### config.mk
export PLATFORM = sky130hd
export DESIGN_NAME = subtractor_32
export DESIGN_NICKNAME = d
export VERILOG_FILES = /design/src/rtl/subtractor_32.sv
export SDC_FILE = /design/constraint.sdc
export NUM_CORES = 1
export LEC_CHECK = 0
export ABC_AREA = 1
export CORE_MARGIN = 3
export CORE_UTILIZATION = 38
export DETAILED_ROUTE_END_ITERATION = 8
export GPL_TIMING_DRIVEN = 1
export PLACE_DENSITY = 0.77
export SYNTH_ARGS = -nofsm -noshare
export SYNTH_HDL_FRONTEND = slang
export SYNTH_HIERARCHICAL = 1
export SYNTH_SLANG_ARGS = --single-unit
### constraint.sdc
create_clock -name clk -period 22.1 [get_ports clk]
set_input_delay 4.42 -clock clk [delete_from_list [all_inputs] [get_ports clk]]
set_output_delay 4.42 -clock clk [all_outputs]
set_load 0.03 [all_outputs]
### src/rtl/subtractor_32.sv
// 32-bit registered subtractor: dif = input1 - input2 via an explicit ripple chain of
// full-adder slices computing input1 + ~input2 + 1; carry_out = 1 means no borrow.

module full_adder_1 (
    input  logic a,
    input  logic b,
    input  logic cin,
    output logic s,
    output logic cout
);
    logic half_s;

    assign half_s = a ^ b;
    assign s      = half_s ^ cin;
    assign cout   = (a & b) | (cin & half_s);
endmodule

module subtractor_32 (
    output logic [31:0] dif,
    output logic        carry_out,
    input  logic [31:0] input1,
    input  logic [31:0] input2,
    input  logic        clk,
    input  logic        rst
);
    logic [31:0] b_inv_s;
    logic [31:0] raw_dif_s;
    logic [32:0] carry_s;
    logic [31:0] dif_r;
    logic        carry_out_r;

    assign b_inv_s    = ~input2;
    // Seeding the chain with 1 supplies the +1 of the two's complement.
    assign carry_s[0] = 1'b1;

    for (genvar i = 0; i < 32; i++) begin : g_slice
        full_adder_1 u_fa (
            .a    (input1[i]),
            .b    (b_inv_s[i]),
            .cin  (carry_s[i]),
            .s    (raw_dif_s[i]),
            .cout (carry_s[i+1])
        );
    end

    // Output register: reset clears both outputs, otherwise capture the chain result.
    always_ff @(posedge clk) begin
        if (rst) begin
            dif_r       <= 32'h0000_0000;
            carry_out_r <= 1'b0;
        end else begin
            dif_r       <= raw_dif_s;
            carry_out_r <= carry_s[32];
        end
    end

    assign dif       = dif_r;
    assign carry_out = carry_out_r;
endmodule

# Word-level counts from Yosys, hierarchy flattened
# Cells that the tools add are included.
classes:
  bitwise_logic: 160
ops:
  columns: ["operator", "n"]
  rows:
  - ["AND 1 bit", 63]
  - ["bitwise XOR 1 bit", 63]
  - ["inverter 32 bit", 1]
  - ["OR 1 bit", 32]
  - ["inverter 1 bit", 1]
totals:
  inputBits: 66
  output_inout_bits: 33
  reg_bits: 33
  wordCells: 162

# Longest topological paths before layout
# Gate-level depths: netlist (run 1).
logic_depth:
  depth_word: 65
  ltp_mapped: 35
  ltp_nobuf: 35

# Cells and area by module
# Netlist (run 1), hierarchy kept.
by_module_without_submodules:
  columns: ["mod", "cells_each", "instances", "area_per_inst_um2", "seq_area_each_um2"]
  rows:
  - ["subtractor_32", 136, 1, 1082.3, 660.6]
  - ["full_adder_1", 1, 32, 20.0, 0.0]

# Worst setup path before layout (run 1)
# No wires, ideal clock.
synth_timing:
  kind: "in2reg"
  from: "in input2[0]"
  to: "reg dif_r[31], in the netlist dif[31]"
  arrival_ps: 16807
  setup_time_ps: 64
  required_time_ps: 22036
  setup_slack_ps: 5229
  stages: 35
  n_path_buf: 0
  cell_sequence: "inv_1 > fa_1 > fa_1 > fa_1 > fa_1 > fa_1 > fa_1 > fa_1 > fa_1 > fa_1 > fa_1 > fa_1 > fa_1 > fa_1 > fa_1 > fa_1 > fa_1 > fa_1 > fa_1 > fa_1 > fa_1 > fa_1 > fa_1 > fa_1 > fa_1 > fa_1 > fa_1 > fa_1 > fa_1 > fa_1 > fa_1 > fa_1 > fa_1 > inv_1 > nor2_1"
synth_via:
  elab_chain_cells: 64
  elab_cells_between_ends: 65
  cone_classes: "bitwise (65)"
synth_lines:
  columns: ["element", "line", "rtl"]
  rows:
  - ["start: declaration", "22", "input logic [31:0] input2,"]
  - ["inverter 32 bit (*)", "32", "assign b_inv_s = ~input2;"]
  - ["AND 1 bit / bitwise XOR 1 bit (equally long branches)", "15, 13", null]
  - ["OR 1 bit (*)", "15", "assign cout = (a & b) | (cin & half_s);"]
  - ["net carry_s[1]", "28", "logic [32:0] carry_s;"]
  - ["AND 1 bit (*)", "15", null]
  - ["OR 1 bit (*)", "15", null]
  - ["net carry_s[2]", "28", null]
  - ["AND 1 bit (*)", "15", null]
  - ["[... 1 more ...]", null, null]
  - ["net carry_s[3]", "28", null]
  - ["[... 2 more ...]", null, null]
  - ["net carry_s[4]", "28", null]
  - ["[... 2 more ...]", null, null]
  - ["net carry_s[5]", "28", null]
  - ["[... 2 more ...]", null, null]
  - ["net carry_s[6]", "28", null]
  - ["[... 2 more ...]", null, null]
  - ["net carry_s[7]", "28", null]
  - ["[... 2 more ...]", null, null]
  - ["net carry_s[8]", "28", null]
  - ["[... 2 more ...]", null, null]
  - ["net carry_s[9]", "28", null]
  - ["[... 2 more ...]", null, null]
  - ["net carry_s[10]", "28", null]
  - ["[... 2 more ...]", null, null]
  - ["net carry_s[11]", "28", null]
  - ["[... 2 more ...]", null, null]
  - ["net carry_s[12]", "28", null]
  - ["[... 2 more ...]", null, null]
  - ["net carry_s[13]", "28", null]
  - ["[... 2 more ...]", null, null]
  - ["net carry_s[14]", "28", null]
  - ["[... 2 more ...]", null, null]
  - ["net carry_s[15]", "28", null]
  - ["[... 2 more ...]", null, null]
  - ["net carry_s[16]", "28", null]
  - ["[... 2 more ...]", null, null]
  - ["net carry_s[17]", "28", null]
  - ["[... 2 more ...]", null, null]
  - ["net carry_s[18]", "28", null]
  - ["[... 2 more ...]", null, null]
  - ["net carry_s[19]", "28", null]
  - ["[... 2 more ...]", null, null]
  - ["net carry_s[20]", "28", null]
  - ["[... 2 more ...]", null, null]
  - ["net carry_s[21]", "28", null]
  - ["[... 2 more ...]", null, null]
  - ["net carry_s[22]", "28", null]
  - ["[... 2 more ...]", null, null]
  - ["net carry_s[23]", "28", null]
  - ["[... 2 more ...]", null, null]
  - ["net carry_s[24]", "28", null]
  - ["[... 2 more ...]", null, null]
  - ["net carry_s[25]", "28", null]
  - ["[... 2 more ...]", null, null]
  - ["net carry_s[26]", "28", null]
  - ["[... 2 more ...]", null, null]
  - ["net carry_s[27]", "28", null]
  - ["[... 2 more ...]", null, null]
  - ["net carry_s[28]", "28", null]
  - ["[... 2 more ...]", null, null]
  - ["net carry_s[29]", "28", null]
  - ["AND 1 bit (*)", "15", null]
  - ["OR 1 bit (*)", "15", null]
  - ["net carry_s[30]", "28", null]
  - ["AND 1 bit (*)", "15", null]
  - ["OR 1 bit (*)", "15", null]
  - ["net carry_s[31]", "28", null]
  - ["bitwise XOR 1 bit (*)", "14", "assign s = half_s ^ cin;"]
  - ["net raw_dif_s[31]", "27", "logic [31:0] raw_dif_s;"]
  - ["end signal: assignment", "52", "dif_r <= raw_dif_s;"]
  - ["end: declaration", "29", "logic [31:0] dif_r;"]
# Mark *: on every way through the listed nets, which the timed path passes. The rest lies on a longest branch.
# A chain may end at the register's enable or synchronous reset.

# Worst setup path after layout (run 1)
layout_timing:
  from: "in input2[0]"
  to: "reg dif_r[31], in the netlist dif[31]"
layout_via:
  elab_chain_cells: 64
  elab_cells_between_ends: 65
  cone_classes: "bitwise (65)"
layout_lines:
  columns: ["element", "line", "rtl"]
  rows:
  - ["inverter 32 bit (*)", "32", null]
  - ["net b_inv_s[0]", "26", "logic [31:0] b_inv_s;"]
  - ["AND 1 bit / bitwise XOR 1 bit (equally long branches)", "15, 13", null]
  - ["OR 1 bit (*)", "15", null]
  - ["net carry_s[1]", "28", null]
  - ["AND 1 bit (*)", "15", null]
  - ["OR 1 bit (*)", "15", null]
  - ["net carry_s[2]", "28", null]
  - ["[... 2 more ...]", null, null]
  - ["net carry_s[3]", "28", null]
  - ["[... 2 more ...]", null, null]
  - ["net carry_s[4]", "28", null]
  - ["[... 2 more ...]", null, null]
  - ["net carry_s[5]", "28", null]
  - ["[... 2 more ...]", null, null]
  - ["net carry_s[6]", "28", null]
  - ["[... 2 more ...]", null, null]
  - ["net carry_s[7]", "28", null]
  - ["[... 2 more ...]", null, null]
  - ["net carry_s[8]", "28", null]
  - ["[... 2 more ...]", null, null]
  - ["net carry_s[9]", "28", null]
  - ["[... 2 more ...]", null, null]
  - ["net carry_s[10]", "28", null]
  - ["[... 2 more ...]", null, null]
  - ["net carry_s[11]", "28", null]
  - ["[... 2 more ...]", null, null]
  - ["net carry_s[12]", "28", null]
  - ["[... 2 more ...]", null, null]
  - ["net carry_s[13]", "28", null]
  - ["[... 2 more ...]", null, null]
  - ["net carry_s[14]", "28", null]
  - ["[... 2 more ...]", null, null]
  - ["net carry_s[15]", "28", null]
  - ["[... 2 more ...]", null, null]
  - ["net carry_s[16]", "28", null]
  - ["[... 2 more ...]", null, null]
  - ["net carry_s[17]", "28", null]
  - ["[... 2 more ...]", null, null]
  - ["net carry_s[18]", "28", null]
  - ["[... 2 more ...]", null, null]
  - ["net carry_s[19]", "28", null]
  - ["[... 2 more ...]", null, null]
  - ["net carry_s[20]", "28", null]
  - ["[... 2 more ...]", null, null]
  - ["net carry_s[21]", "28", null]
  - ["[... 2 more ...]", null, null]
  - ["net carry_s[22]", "28", null]
  - ["[... 2 more ...]", null, null]
  - ["net carry_s[23]", "28", null]
  - ["[... 2 more ...]", null, null]
  - ["net carry_s[24]", "28", null]
  - ["[... 2 more ...]", null, null]
  - ["net carry_s[25]", "28", null]
  - ["[... 2 more ...]", null, null]
  - ["net carry_s[26]", "28", null]
  - ["[... 2 more ...]", null, null]
  - ["net carry_s[27]", "28", null]
  - ["[... 2 more ...]", null, null]
  - ["net carry_s[28]", "28", null]
  - ["[... 2 more ...]", null, null]
  - ["net carry_s[29]", "28", null]
  - ["AND 1 bit (*)", "15", null]
  - ["OR 1 bit (*)", "15", null]
  - ["net carry_s[30]", "28", null]
  - ["AND 1 bit (*)", "15", null]
  - ["OR 1 bit (*)", "15", null]
  - ["net carry_s[31]", "28", null]
  - ["bitwise XOR 1 bit (*)", "14", null]
  - ["net raw_dif_s[31]", "27", null]
# Marked as above.

==> flow_summary.html, run 1 <==
<table>
<tr><th>Metric</th><th>Value</th></tr>
<tr><th colspan="2">Clock tree</th></tr>
<tr><td>Number of clock sinks</td><td>33</td></tr>
<tr><td>CTS clock-pin slew for the worst setup and hold paths</td><td>60 ps</td></tr>
<tr><td>Gates resized, CTS repair</td><td>0</td></tr>
<tr><td>Clock tree from TritonCTS</td><td>yes</td></tr>
<tr><td>Number of CTS-inserted buffers</td><td>5</td></tr>
<tr><td>Clock root buffer</td><td>clkbuf_8</td></tr>
<tr><td>Total of hold buffers inserted after clock tree synthesis</td><td>0</td></tr>
<tr><td>Deepest clock path buffer count</td><td>2</td></tr>
<tr><td>Setup repair bufs after CTS</td><td>0</td></tr>
<tr><td>H-Tree Depth</td><td>2</td></tr>
<tr><th colspan="2">Worst setup path</th></tr>
<tr><td>Critical path startpoint category</td><td>input port</td></tr>
<tr><td>Crit-path slowest cell</td><td>fa_1</td></tr>
<tr><td>Peak fanout along the critical path</td><td>1</td></tr>
<tr><td>Data arrival time at the worst-slack endpoint</td><td>17,700 ps</td></tr>
<tr><td>Crit-path most repeated cell</td><td>fa_1</td></tr>
<tr><td>Worst EP required</td><td>22,310 ps</td></tr>
<tr><td>Biggest cell delay along the critical path</td><td>480 ps</td></tr>
<tr><td>Worst setup path startpoint</td><td>input2[0]</td></tr>
<tr><td>Setup CP Type</td><td>input port to flop</td></tr>
<tr><td>Nature of the critical path endpoint</td><td>flop</td></tr>
<tr><th colspan="2">Global routing</th></tr>
<tr><td>Maximum number of pins on one net before global-route repair</td><td>34</td></tr>
<tr><td>Global-route wire length before repair</td><td>roughly 5400 µm</td></tr>
<tr><td>Residual overflow from global routing</td><td>0</td></tr>
<tr><td>Initial antenna violation count</td><td>0</td></tr>
<tr><td>Via count of the first global-routing pass</td><td>about 1,300</td></tr>
<tr><td>Total routing resource utilization after global routing</td><td>0.137</td></tr>
<tr><th colspan="2">Power and ir drop</th></tr>
<tr><td>Power, Total</td><td>0.000180 W</td></tr>
<tr><td>Pleak</td><td>about 1.3 nW</td></tr>
<tr><td>Maximum ir drop on the vdd rail</td><td>0.0277 mV</td></tr>
<tr><td>Power Dens Cells</td><td>63.8 nW/µm²</td></tr>
<tr><th colspan="2">Detailed routing</th></tr>
<tr><td>DRT Pass-1 Iters</td><td>4</td></tr>
<tr><td>Remaining DRCs</td><td>0</td></tr>
<tr><td>Average routed wire per standard cell</td><td>10.7 µm</td></tr>
<tr><td>Routed wire length</td><td>3410 µm</td></tr>
<tr><td>Antenna-violating nets left</td><td>0</td></tr>
<tr><td>Via density</td><td>3.90</td></tr>
<tr><td>Total via count after detailed routing</td><td>1,248</td></tr>
<tr><td>Violation count after the first detailed-routing iteration</td><td>17</td></tr>
<tr><th colspan="2">Cells and area</th></tr>
<tr><td>Area growth from synthesis to layout</td><td>63.4%</td></tr>
<tr><td>Layout cells sized above 1</td><td>0.0333</td></tr>
<tr><td>Final nets</td><td>368</td></tr>
<tr><td>Share of the core filled with cells in the final layout</td><td>0.675</td></tr>
<tr><td>Number of diodes added for antenna fixing</td><td>0</td></tr>
<tr><td>Final standard cell area without fillers</td><td>between 2000 and 3000 µm²</td></tr>
<tr><th colspan="2">Yosys</th></tr>
<tr><td>Post-synth design cell area</td><td>1720 µm²</td></tr>
<tr><td>Per-instance average area after synthesis</td><td>10.3 µm²</td></tr>
<tr><td>Sequential cell area fraction in the yosys report</td><td>0.383</td></tr>
<tr><td>Number of storage elements in the synthesis netlist</td><td>33</td></tr>
<tr><td>Yosys Warn Count</td><td>6</td></tr>
<tr><td>Number of distinct library cell variants in the gate-level netlist after synthesis</td><td>7</td></tr>
<tr><td>Number of cells produced by synthesis</td><td>168</td></tr>
<tr><td>Post-Synthesis Net Count</td><td>266</td></tr>
<tr><th colspan="2">Die</th></tr>
<tr><td>Y dimension of the die</td><td>around 73 µm</td></tr>
<tr><td>Floorplan core area</td><td>around 4200 µm²</td></tr>
<tr><td>Total die area</td><td>~5400 µm²</td></tr>
<tr><td>Chip Width</td><td>roughly 73 µm</td></tr>
<tr><td>Total number of placement rows</td><td>23</td></tr>
<tr><td>Starting density of the core</td><td>0.413</td></tr>
<tr><td>Number of primary I/O pins</td><td>between 90 and 100</td></tr>
<tr><th colspan="2">Run</th></tr>
<tr><td>Max-cap viol count</td><td>0</td></tr>
<tr><th colspan="2">STA</th></tr>
<tr><td>Maximum achievable frequency</td><td>57.2 MHz</td></tr>
<tr><td>Sum of negative setup slack</td><td>0 ps</td></tr>
<tr><td>Final setup violation count</td><td>0</td></tr>
<tr><td>Setup repair after global routing missed its margin</td><td>no</td></tr>
<tr><td>Final Hold Viols</td><td>0</td></tr>
<tr><td>Final critical delay including setup and external delays</td><td>17,490 ps</td></tr>
<tr><td>Ratio of final minimum period to clock period</td><td>0.791</td></tr>
<tr><td>Number of max-slew violations in the final report</td><td>0</td></tr>
<tr><th colspan="2">Min path</th></tr>
<tr><td>Worst hold endpoint</td><td>dif[24]$_SDFF_PP0_</td></tr>
<tr><td>Cell depth of the worst hold path</td><td>5</td></tr>
<tr><td>Path type of the worst min-delay path</td><td>input port to flop</td></tr>
<tr><td>Hold path startpoint</td><td>input2[24]</td></tr>
<tr><th colspan="2">Place</th></tr>
<tr><td>Cell Area, Placed</td><td>2730 µm²</td></tr>
<tr><td>Estimated wirelength of the detail-placed design</td><td>2910 µm</td></tr>
<tr><td>Routability Congestion</td><td>0.781</td></tr>
<tr><td>Port Buffers</td><td>98</td></tr>
<tr><th colspan="2">Status</th></tr>
<tr><td>Outcome</td><td>completed</td></tr>
</table>
metrics by stage:
stage / cells / hold WS (ps) / worst slack (ps)
2_1_floorplan: 168 / 4600 / 5230
3_3_place_gp: 313 / 5170 / 4390
3_5_place_dp: 313 / 5180 / 4260
4_1_cts: 320 / 4880 / 4550
5_1_grt: 320 / 4920 / 4180
6_report: 320 / 4890 / 4610
critical path, delay by kind of cell:
family | cells | cell delay [ps]
buf+inv | 3 | 540
simple gates | 1 | 60
fa+ha+maj | 32 | 12680
report_power, final:
group / total (W) / internal, W / switching (W) / leakage, nW
Sequential: 0.0000691 / 0.0000673 / 0.00000178 / 0.275
Combinational: 0.0000662 / 0.0000324 / 0.0000338 / 1.03
Clock: 0.0000443 / 0.0000247 / 0.0000197 / 0.0443
Total: 0.000180 / 0.000124 / 0.0000552 / 1.35
cells in the mapped netlist:
master | count | area share
inv_1 | 65 | 0.14
dfxtp_1 | 33 | 0.38
fa_1 | 32 | 0.37
nor2_1 | 31 | 0.068
buf_6 | 4 | 0.026
nor2_2 | 2 | 0.0073
conb_1 | 1 | 0.0022
placed cells by master (no fill, tap or decap), drive strengths merged:
| master | synthesis | routed |
|---|---|---|
| inv | 65 | 65 |
| clkbuf | 0 | 7 |
| nor2 | 33 | 33 |
| conb | 1 | 1 |
| clkdlybuf4s50 | 0 | 98 |
| dfxtp | 33 | 33 |
| buf | 4 | 1 |
| fa | 32 | 32 |
sequential cells by signal, summed over array words and instances (netlist names):
name / cells
dif: 32
carry_out: 1
worst max path at each step:
stage | endpoint | slack, ps | cells past startpoint
3_5_place_dp | dif[31]$_SDFF_PP0_ | 4260 | 36
4_1_cts | dif[31]$_SDFF_PP0_ | 4550 | 36
5_1_grt | dif[31]$_SDFF_PP0_ | 4180 | 36
2_1_floorplan | dif[31]$_SDFF_PP0_ | 5230 | 35
3_3_place_gp | dif[31]$_SDFF_PP0_ | 4390 | 36
6_report | dif[31]$_SDFF_PP0_ | 4610 | 36
cell type report:
class	instances	area, µm²
repair buffers	99	988
flip-flops and latches	33	661
clock buffers	7	86.3
fillers	325	1360
multi-input cells	66	773
well taps	50	62.6
inverters	65	244
routing by layer:
layer	up-vias	share of wire	GRT usage
li1	637	-	-
met1	544	0.36	0.140
met2	65	0.49	0.237
met3	2	0.14	0.0766
met4	0	0.0041	0.0443
met5	-	0	0
cell families (layout without fill, tap and decap cells):
| family | count (synthesis) | in the layout | share of synthesized area |
|---|---|---|---|
| adders and majority gates | 32 | 32 | 0.372 |
| buffers and inverters | 69 | 171 | 0.168 |
| DFF | 33 | 33 | 0.383 |
| other | 1 | 1 | 0.00218 |
| and+or+nand+nor | 33 | 33 | 0.0748 |
No activity file was read; power rests on OpenSTA's default activity.
==> run 2, diff against run 1 <==
Settings changed: CORE_UTILIZATION 38 to 34, PLACE_DENSITY 0.77 to 0.73.
Clock period 22.1 ns to 14.55 ns, I/O delays scaled along.
==> run 2 against run 1 <==
Largest cell class unchanged; cell area is 3.4% higher; non-clock buffer count is the same; sequential power up 52%; die area up 11%; clock power is 44% higher; final cell count is 5.6% higher; routed wire length increased by 3.0%; via count rose by 4.0%; core utilization shrank 7.1 points.
==> flow_summary.html, run 2 (synthesized netlist as in run 1, its figures left out) <==
<table>
<tr><th>Metric</th><th>Value</th></tr>
<tr><th colspan="2">STA</th></tr>
<tr><td>Setup repair after global routing missed its margin</td><td>no</td></tr>
<tr><td>Ratio of final minimum period to clock period</td><td>0.982</td></tr>
<tr><td>Sum of negative setup slack</td><td>0 ps (unchanged)</td></tr>
<tr><td>Final Hold Viols</td><td>0 (unchanged)</td></tr>
<tr><td>Final critical delay including setup and external delays</td><td>14,290 ps</td></tr>
<tr><td>Number of max-slew violations in the final report</td><td>0 (unchanged)</td></tr>
<tr><td>Maximum achievable frequency</td><td>70.0 MHz</td></tr>
<tr><td>Final setup violation count</td><td>0 (unchanged)</td></tr>
<tr><th colspan="2">Die</th></tr>
<tr><td>Floorplan core area</td><td>4820 µm² (+15%)</td></tr>
<tr><td>Y dimension of the die</td><td>77.2 µm (+5.2%)</td></tr>
<tr><td>Chip Width</td><td>77.2 µm (+5.2%)</td></tr>
<tr><td>Total die area</td><td>5960 µm² (+11%)</td></tr>
<tr><td>Total number of placement rows</td><td>25 (+8.7%)</td></tr>
<tr><td>Number of primary I/O pins</td><td>99 (unchanged)</td></tr>
<tr><td>Starting density of the core</td><td>0.358 (-0.0552)</td></tr>
<tr><th colspan="2">Place</th></tr>
<tr><td>Port Buffers</td><td>98 (unchanged)</td></tr>
<tr><td>Count of placed standard cells including taps</td><td>330 (+5.4%)</td></tr>
<tr><td>Cell Area, Placed</td><td>2800 µm² (+2.7%)</td></tr>
<tr><td>Routability Congestion</td><td>0.681 (-13%)</td></tr>
<tr><td>Estimated wirelength of the detail-placed design</td><td>2970 µm (+2.0%)</td></tr>
<tr><th colspan="2">Global routing</th></tr>
<tr><td>Highest-utilization routing layer at the global route stage</td><td>met2</td></tr>
<tr><td>Via count of the first global-routing pass</td><td>1,380 (+9.7%)</td></tr>
<tr><td>Residual overflow from global routing</td><td>0 (unchanged)</td></tr>
<tr><td>Initial antenna violation count</td><td>0 (unchanged)</td></tr>
<tr><td>Maximum number of pins on one net before global-route repair</td><td>34 (unchanged)</td></tr>
<tr><td>Met2 layer usage reported by global route</td><td>0.242 (+0.00446)</td></tr>
<tr><td>Met3 routing resource usage after global routing</td><td>0.0552 (-0.0214)</td></tr>
<tr><td>Global-route wire length before repair</td><td>5960 µm (+11%)</td></tr>
<tr><td>Global routing usage on met1</td><td>0.126 (-0.0142)</td></tr>
<tr><td>Total routing resource utilization after global routing</td><td>0.129 (-0.00798)</td></tr>
<tr><th colspan="2">Detailed routing</th></tr>
<tr><td>Average routed wire per standard cell</td><td>10.4 µm (-2.5%)</td></tr>
<tr><td>Total via count after detailed routing</td><td>1,298 (+4.0%)</td></tr>
<tr><td>Via density</td><td>3.84 (-1.5%)</td></tr>
<tr><td>Routed wire length</td><td>3510 µm (+3.0%)</td></tr>
<tr><td>Remaining DRCs</td><td>0 (unchanged)</td></tr>
<tr><td>Violation count after the first detailed-routing iteration</td><td>35 (+18)</td></tr>
<tr><td>DRT Pass-1 Iters</td><td>4 (unchanged)</td></tr>
<tr><td>Antenna-violating nets left</td><td>0 (unchanged)</td></tr>
<tr><th colspan="2">Cells and area</th></tr>
<tr><td>Area growth from synthesis to layout</td><td>68.9%</td></tr>
<tr><td>Number of flip-flops under the largest register name</td><td>32 (unchanged)</td></tr>
<tr><td>Final nets</td><td>368 (unchanged)</td></tr>
<tr><td>Layout cells sized above 1</td><td>0.177 (+0.144)</td></tr>
<tr><td>Commonest non-fill, non-tap cells in the layout</td><td>94 x clkdlybuf4s50_1, 62 x inv_1, 33 x dfxtp_1</td></tr>
<tr><td>Number of diodes added for antenna fixing</td><td>0 (unchanged)</td></tr>
<tr><td>Final standard cell area without fillers</td><td>2910 µm² (+3.4%)</td></tr>
<tr><td>Non-filler instance count after layout</td><td>338 (+5.6%)</td></tr>
<tr><td>Most common cell after layout, fill and taps aside</td><td>clkdlybuf4s50_1</td></tr>
<tr><th colspan="2">Clock tree</th></tr>
<tr><td>CTS clock-pin slew for the worst setup and hold paths</td><td>70 ps (about the same)</td></tr>
<tr><td>Number of clock sinks</td><td>33 (unchanged)</td></tr>
<tr><td>Deepest clock path buffer count</td><td>2 (unchanged)</td></tr>
<tr><td>Number of CTS-inserted buffers</td><td>5 (unchanged)</td></tr>
<tr><td>Total of hold buffers inserted after clock tree synthesis</td><td>0 (unchanged)</td></tr>
<tr><td>Setup repair bufs after CTS</td><td>0 (unchanged)</td></tr>
<tr><td>H-Tree Depth</td><td>2 (unchanged)</td></tr>
<tr><td>Clock root buffer</td><td>clkbuf_8</td></tr>
<tr><td>Clock tree from TritonCTS</td><td>yes</td></tr>
<tr><th colspan="2">Worst setup path</th></tr>
<tr><td>Crit-path slowest cell</td><td>fa_2</td></tr>
<tr><td>Setup CP Type</td><td>input port to flop</td></tr>
<tr><td>Crit-path most repeated cell</td><td>fa_2</td></tr>
<tr><td>Peak fanout along the critical path</td><td>1 (unchanged)</td></tr>
<tr><td>Critical path startpoint category</td><td>input port</td></tr>
<tr><td>Nature of the critical path endpoint</td><td>flop</td></tr>
<tr><td>Data arrival time at the worst-slack endpoint</td><td>14,510 ps (-3190 ps)</td></tr>
<tr><td>Worst EP required</td><td>14,770 ps (-7540 ps)</td></tr>
<tr><td>Biggest cell delay along the critical path</td><td>530 ps (+50 ps)</td></tr>
<tr><th colspan="2">Power and ir drop</th></tr>
<tr><td>Sequential Power Share</td><td>0.383 (-0.002)</td></tr>
<tr><td>Fraction of power spent switching nets</td><td>0.318 (+0.0102)</td></tr>
<tr><td>Pleak</td><td>1.34 nW (-0.76%)</td></tr>
<tr><td>Pint</td><td>0.000187 W (+50%)</td></tr>
<tr><td>Switching pwr</td><td>0.0000871 W (+58%)</td></tr>
<tr><td>Share of power burned in combinational logic</td><td>0.383 (+0.015)</td></tr>
<tr><td>Maximum ir drop on the vdd rail</td><td>0.0365 mV (+32%)</td></tr>
<tr><td>Relative contribution of the clock network to total power</td><td>0.234 (-0.013)</td></tr>
<tr><td>Power Dens Cells</td><td>94.2 nW/µm² (+48%)</td></tr>
<tr><th colspan="2">Run</th></tr>
<tr><td>Max-cap viol count</td><td>0 (unchanged)</td></tr>
<tr><th colspan="2">Status</th></tr>
<tr><td>Outcome</td><td>completed</td></tr>
<tr><th colspan="2">Min path</th></tr>
<tr><td>Path type of the worst min-delay path</td><td>input port to flop</td></tr>
</table>
==> run 2: cell types whose count changed in the layout (fill, tap and decap cells not counted), moves of 3 or more <==
| cell | delta |
|---|---|
| fa_1 | -32 |
| fa_2 | +32 |
| clkdlybuf4s50_1 | -4 |
| inv_1 | -3 |
| inv_2 | +3 |
==> run 2: what timing repair did <==
item | in CTS | in global routing
pin swaps | 3 | 4
setup endpoints to repair | 3 | 2
resized for setup | 15 | 8
==> run 2: routing by layer <==
layer | vias up | part of all wire
li1 | 637 | -
met1 | 599 | 0.34
met2 | 60 | 0.55
met3 | 2 | 0.099
met4 | 0 | 0.010
met5 | - | 0
==> run 2: worst max-delay path, delay by kind of cell <==
| kind | cells | cell delay (ps) |
|---|---|---|
| AND/OR/NAND/NOR | 1 | 60 |
| buffers and inverters | 2 | 130 |
| adder cells (fa/ha/maj) | 32 | 11400 |
==> run 2: final cells by class <==
type                    instances  area [µm²]
clock buffers                   6        72.6
inverters                      65         244
repair buffers                 99         983
fillers                       445        1910
clock inverters                 2        10.0
multi-input cells              66         856
well taps                      67        83.8
flip-flops and latches         33         661
==> run 2: path summary, 6_finish.rpt <==
| kind | endpoint | slack [ps] | cells after the start | startpoint |
|---|---|---|---|---|
| min | dif[0]$_SDFF_PP0_ | 3080 | 4 | input1[0] |
| max | dif[31]$_SDFF_PP0_ | 260 | 35 | input1[0] |
==> run 2: power by group through the flow <==
stage / Clock, W / Sequential [W] / Combinational, W
final: 0.0000640 / 0.000105 / 0.000105
after global routing: 0.0000728 / 0.000106 / 0.000116
after detailed placement: 0 / 0.000107 / 0.000105
after global placement: 0 / 0.000107 / 0.000102
after floorplan: 0 / 0.000132 / 0.0000313
after CTS: 0.0000667 / 0.000105 / 0.000106
==> run 2: metrics by stage <==
stage	total power (W)	utilization	setup WS (ps)	hold WS, ps
4_1_cts	0.000278	0.604	46.9	3190
3_3_place_gp	0.000209	0.582	-693	3680
2_1_floorplan	0.000163	-	30.4	3090
6_report	0.000274	0.604	258	3080
5_1_grt	0.000295	0.604	15.5	3080
3_5_place_dp	0.000212	0.582	-856	3680
==> run 3, diff against run 2 <==
Settings changed: CTS_BUF_LIST set to sky130_fd_sc_hd__clkbuf_8 sky130_fd_sc_hd__clkbuf_16.
==> run 3 against run 2 <==
Global-route usage is the same; core utilization is the same; critical path depth is the same; critical path type unchanged; clock-buffer cell count shrank 1; die area is the same; worst hold slack is the same.
==> flow_summary.html, run 3 (synthesized netlist as in run 1, its figures left out) <==
<table>
<tr><th>Metric</th><th>Value</th></tr>
<tr><th colspan="2">Status</th></tr>
<tr><td>Outcome</td><td>completed</td></tr>
<tr><th colspan="2">Die</th></tr>
<tr><td>Chip Width</td><td>77.2 µm (unchanged)</td></tr>
<tr><td>Total number of placement rows</td><td>25 (unchanged)</td></tr>
<tr><td>Y dimension of the die</td><td>77.2 µm (unchanged)</td></tr>
<tr><td>Floorplan core area</td><td>4820 µm² (unchanged)</td></tr>
<tr><td>Starting density of the core</td><td>0.358 (unchanged)</td></tr>
<tr><td>Total die area</td><td>5960 µm² (unchanged)</td></tr>
<tr><td>Number of primary I/O pins</td><td>99 (unchanged)</td></tr>
<tr><th colspan="2">Min path</th></tr>
<tr><td>Path type of the worst min-delay path</td><td>input port to flop</td></tr>
<tr><td>Cell depth of the worst hold path</td><td>4 (unchanged)</td></tr>
<tr><th colspan="2">Cells and area</th></tr>
<tr><td>Area growth from synthesis to layout</td><td>68.9% (unchanged)</td></tr>
<tr><td>Final nets</td><td>368 (unchanged)</td></tr>
<tr><td>Layout cells sized above 1</td><td>0.177 (unchanged)</td></tr>
<tr><td>Number of diodes added for antenna fixing</td><td>0 (unchanged)</td></tr>
<tr><td>Non-filler instance count after layout</td><td>338 (unchanged)</td></tr>
<tr><td>Number of flip-flops under the largest register name</td><td>32 (unchanged)</td></tr>
<tr><td>Most common cell after layout, fill and taps aside</td><td>clkdlybuf4s50_1</td></tr>
<tr><td>Commonest non-fill, non-tap cells in the layout</td><td>94 x clkdlybuf4s50_1, 63 x inv_1, 33 x dfxtp_1</td></tr>
<tr><th colspan="2">STA</th></tr>
<tr><td>Final Hold Viols</td><td>0 (unchanged)</td></tr>
<tr><td>Setup repair after global routing missed its margin</td><td>no</td></tr>
<tr><td>Final setup violation count</td><td>0 (unchanged)</td></tr>
<tr><td>Final WS setup</td><td>258 ps (unchanged)</td></tr>
<tr><td>Final critical delay including setup and external delays</td><td>14,290 ps (unchanged)</td></tr>
<tr><td>Ratio of final minimum period to clock period</td><td>0.982 (unchanged)</td></tr>
<tr><td>Number of max-slew violations in the final report</td><td>0 (unchanged)</td></tr>
<tr><td>Final hold slack</td><td>3080 ps (unchanged)</td></tr>
<tr><td>Maximum achievable frequency</td><td>70.0 MHz (unchanged)</td></tr>
<tr><th colspan="2">Worst setup path</th></tr>
<tr><td>Nature of the critical path endpoint</td><td>flop</td></tr>
<tr><td>Crit-path slowest cell</td><td>fa_2</td></tr>
<tr><td>Critical path startpoint category</td><td>input port</td></tr>
<tr><td>Biggest cell delay along the critical path</td><td>530 ps (about the same)</td></tr>
<tr><td>Worst EP required</td><td>14,770 ps (about the same)</td></tr>
<tr><td>Crit-path most repeated cell</td><td>fa_2</td></tr>
<tr><td>Data arrival time at the worst-slack endpoint</td><td>14,510 ps (about the same)</td></tr>
<tr><td>Peak fanout along the critical path</td><td>1 (unchanged)</td></tr>
<tr><td>Setup CP Type</td><td>input port to flop</td></tr>
<tr><th colspan="2">Clock tree</th></tr>
<tr><td>Deepest clock path buffer count</td><td>2 (unchanged)</td></tr>
<tr><td>Number of clock sinks</td><td>33 (unchanged)</td></tr>
<tr><td>H-Tree Depth</td><td>2 (unchanged)</td></tr>
<tr><td>Number of CTS-inserted buffers</td><td>5 (unchanged)</td></tr>
<tr><td>Clock tree from TritonCTS</td><td>yes</td></tr>
<tr><td>CTS clock-pin slew for the worst setup and hold paths</td><td>70 ps (about the same)</td></tr>
<tr><td>Total of hold buffers inserted after clock tree synthesis</td><td>0 (unchanged)</td></tr>
<tr><td>Clock root buffer</td><td>clkbuf_8</td></tr>
<tr><th colspan="2">Power and ir drop</th></tr>
<tr><td>Sequential Power Share</td><td>0.384 (about the same)</td></tr>
<tr><td>Share of power burned in combinational logic</td><td>0.384 (about the same)</td></tr>
<tr><td>Maximum ir drop on the vdd rail</td><td>0.0365 mV (about the same)</td></tr>
<tr><td>Switching pwr</td><td>0.0000872 W (about the same)</td></tr>
<tr><td>Relative contribution of the clock network to total power</td><td>0.232 (-0.002)</td></tr>
<tr><td>Fraction of power spent switching nets</td><td>0.319 (+0.000937)</td></tr>
<tr><td>Power Dens Cells</td><td>93.9 nW/µm² (-0.24%)</td></tr>
<tr><td>Pint</td><td>0.000186 W (-0.38%)</td></tr>
<tr><td>Pleak</td><td>1.34 nW (+0.31%)</td></tr>
<tr><th colspan="2">Global routing</th></tr>
<tr><td>Maximum number of pins on one net before global-route repair</td><td>34 (unchanged)</td></tr>
<tr><td>Residual overflow from global routing</td><td>0 (unchanged)</td></tr>
<tr><td>Via count of the first global-routing pass</td><td>1,380 (unchanged)</td></tr>
<tr><td>Global-route wire length before repair</td><td>5960 µm (unchanged)</td></tr>
<tr><td>Total routing resource utilization after global routing</td><td>0.129 (unchanged)</td></tr>
<tr><td>Initial antenna violation count</td><td>0 (unchanged)</td></tr>
<tr><th colspan="2">Place</th></tr>
<tr><td>Worst slack, placed</td><td>-856 ps (unchanged)</td></tr>
<tr><td>Count of placed standard cells including taps</td><td>330 (unchanged)</td></tr>
<tr><td>Routability Congestion</td><td>0.681 (unchanged)</td></tr>
<tr><td>Port Buffers</td><td>98 (unchanged)</td></tr>
<tr><td>Estimated wirelength of the detail-placed design</td><td>2970 µm (unchanged)</td></tr>
<tr><th colspan="2">Detailed routing</th></tr>
<tr><td>DRT Pass-1 Iters</td><td>4 (unchanged)</td></tr>
<tr><td>Antenna-violating nets left</td><td>0 (unchanged)</td></tr>
<tr><td>Average routed wire per standard cell</td><td>10.4 µm (unchanged)</td></tr>
<tr><td>Violation count after the first detailed-routing iteration</td><td>35 (unchanged)</td></tr>
<tr><td>Remaining DRCs</td><td>0 (unchanged)</td></tr>
<tr><td>Via density</td><td>3.84 (unchanged)</td></tr>
<tr><td>Routed wire length</td><td>3510 µm (unchanged)</td></tr>
<tr><td>Total via count after detailed routing</td><td>1,298 (unchanged)</td></tr>
<tr><th colspan="2">Run</th></tr>
<tr><td>Max-cap viol count</td><td>0 (unchanged)</td></tr>
</table>
[run 3: cell types whose count changed in the layout (fill, tap and decap cells not counted)]
cell	change
clkbuf_1	-1
inv_1	+1
[run 3: per-stage QoR]
step | setup TNS (ps) | power, W | cell area [µm²] | utilization
finish | 0 | 0.000273 | 2910 | 0.604
detailed placement | -2360 | 0.000212 | 2800 | 0.582
global placement | -1710 | 0.000209 | 2800 | 0.582
CTS | 0 | 0.000278 | 2910 | 0.604
global route | 0 | 0.000295 | 2910 | 0.604
floorplan | 0 | 0.000163 | 1780 | -
[run 3: area by class of cell]
cell class	instances	area, µm²
fill	445	1910
sequential	33	661
clock inverter	3	13.8
inverter	65	244
clock buffer	5	68.8
multi-input combinational	66	856
timing repair buffer	99	983
tap	67	83.8
[run 3: worst max-delay path: cells and delay by family]
kind          cells  cell delay (ps)
fa+ha+maj        32            11400
buf+inv           2              130
simple gates      1               60
[run 3: final timing paths]
kind	from	to	slack [ps]
setup / recovery	input1[0]	dif[31]$_SDFF_PP0_	260
hold / removal	input1[0]	dif[0]$_SDFF_PP0_	3080
[run 3: power by group through the flow]
stage	Combinational (W)	Clock (W)	Sequential, W
final	0.000105	0.0000634	0.000105
after global routing	0.000116	0.0000721	0.000106
after CTS	0.000106	0.0000660	0.000105
after detailed placement	0.000105	0	0.000107
after global placement	0.000102	0	0.000107
after floorplan	0.0000313	0	0.000132
[run 3: timing repair]
| action | in CTS | in global routing |
|---|---|---|
| buffers inserted | 0 | 0 |
| endpoints found under the setup margin | 3 | 2 |
| pin swaps | 3 | 4 |
| resized for setup | 15 | 8 |
| endpoints found under the hold margin | 0 | 0 |
[run 3: per-layer routing]
| layer | GRT usage | wire length (µm) | up-vias | share of wire |
|---|---|---|---|---|
| met5 | 0 | 0 | - | 0 |
| li1 | - | - | 637 | - |
| met2 | 0.242 | 1940 | 60 | 0.55 |
| met3 | 0.0552 | 346 | 2 | 0.099 |
| met1 | 0.126 | 1190 | 599 | 0.34 |
| met4 | 0.0427 | 35 | 0 | 0.010 |
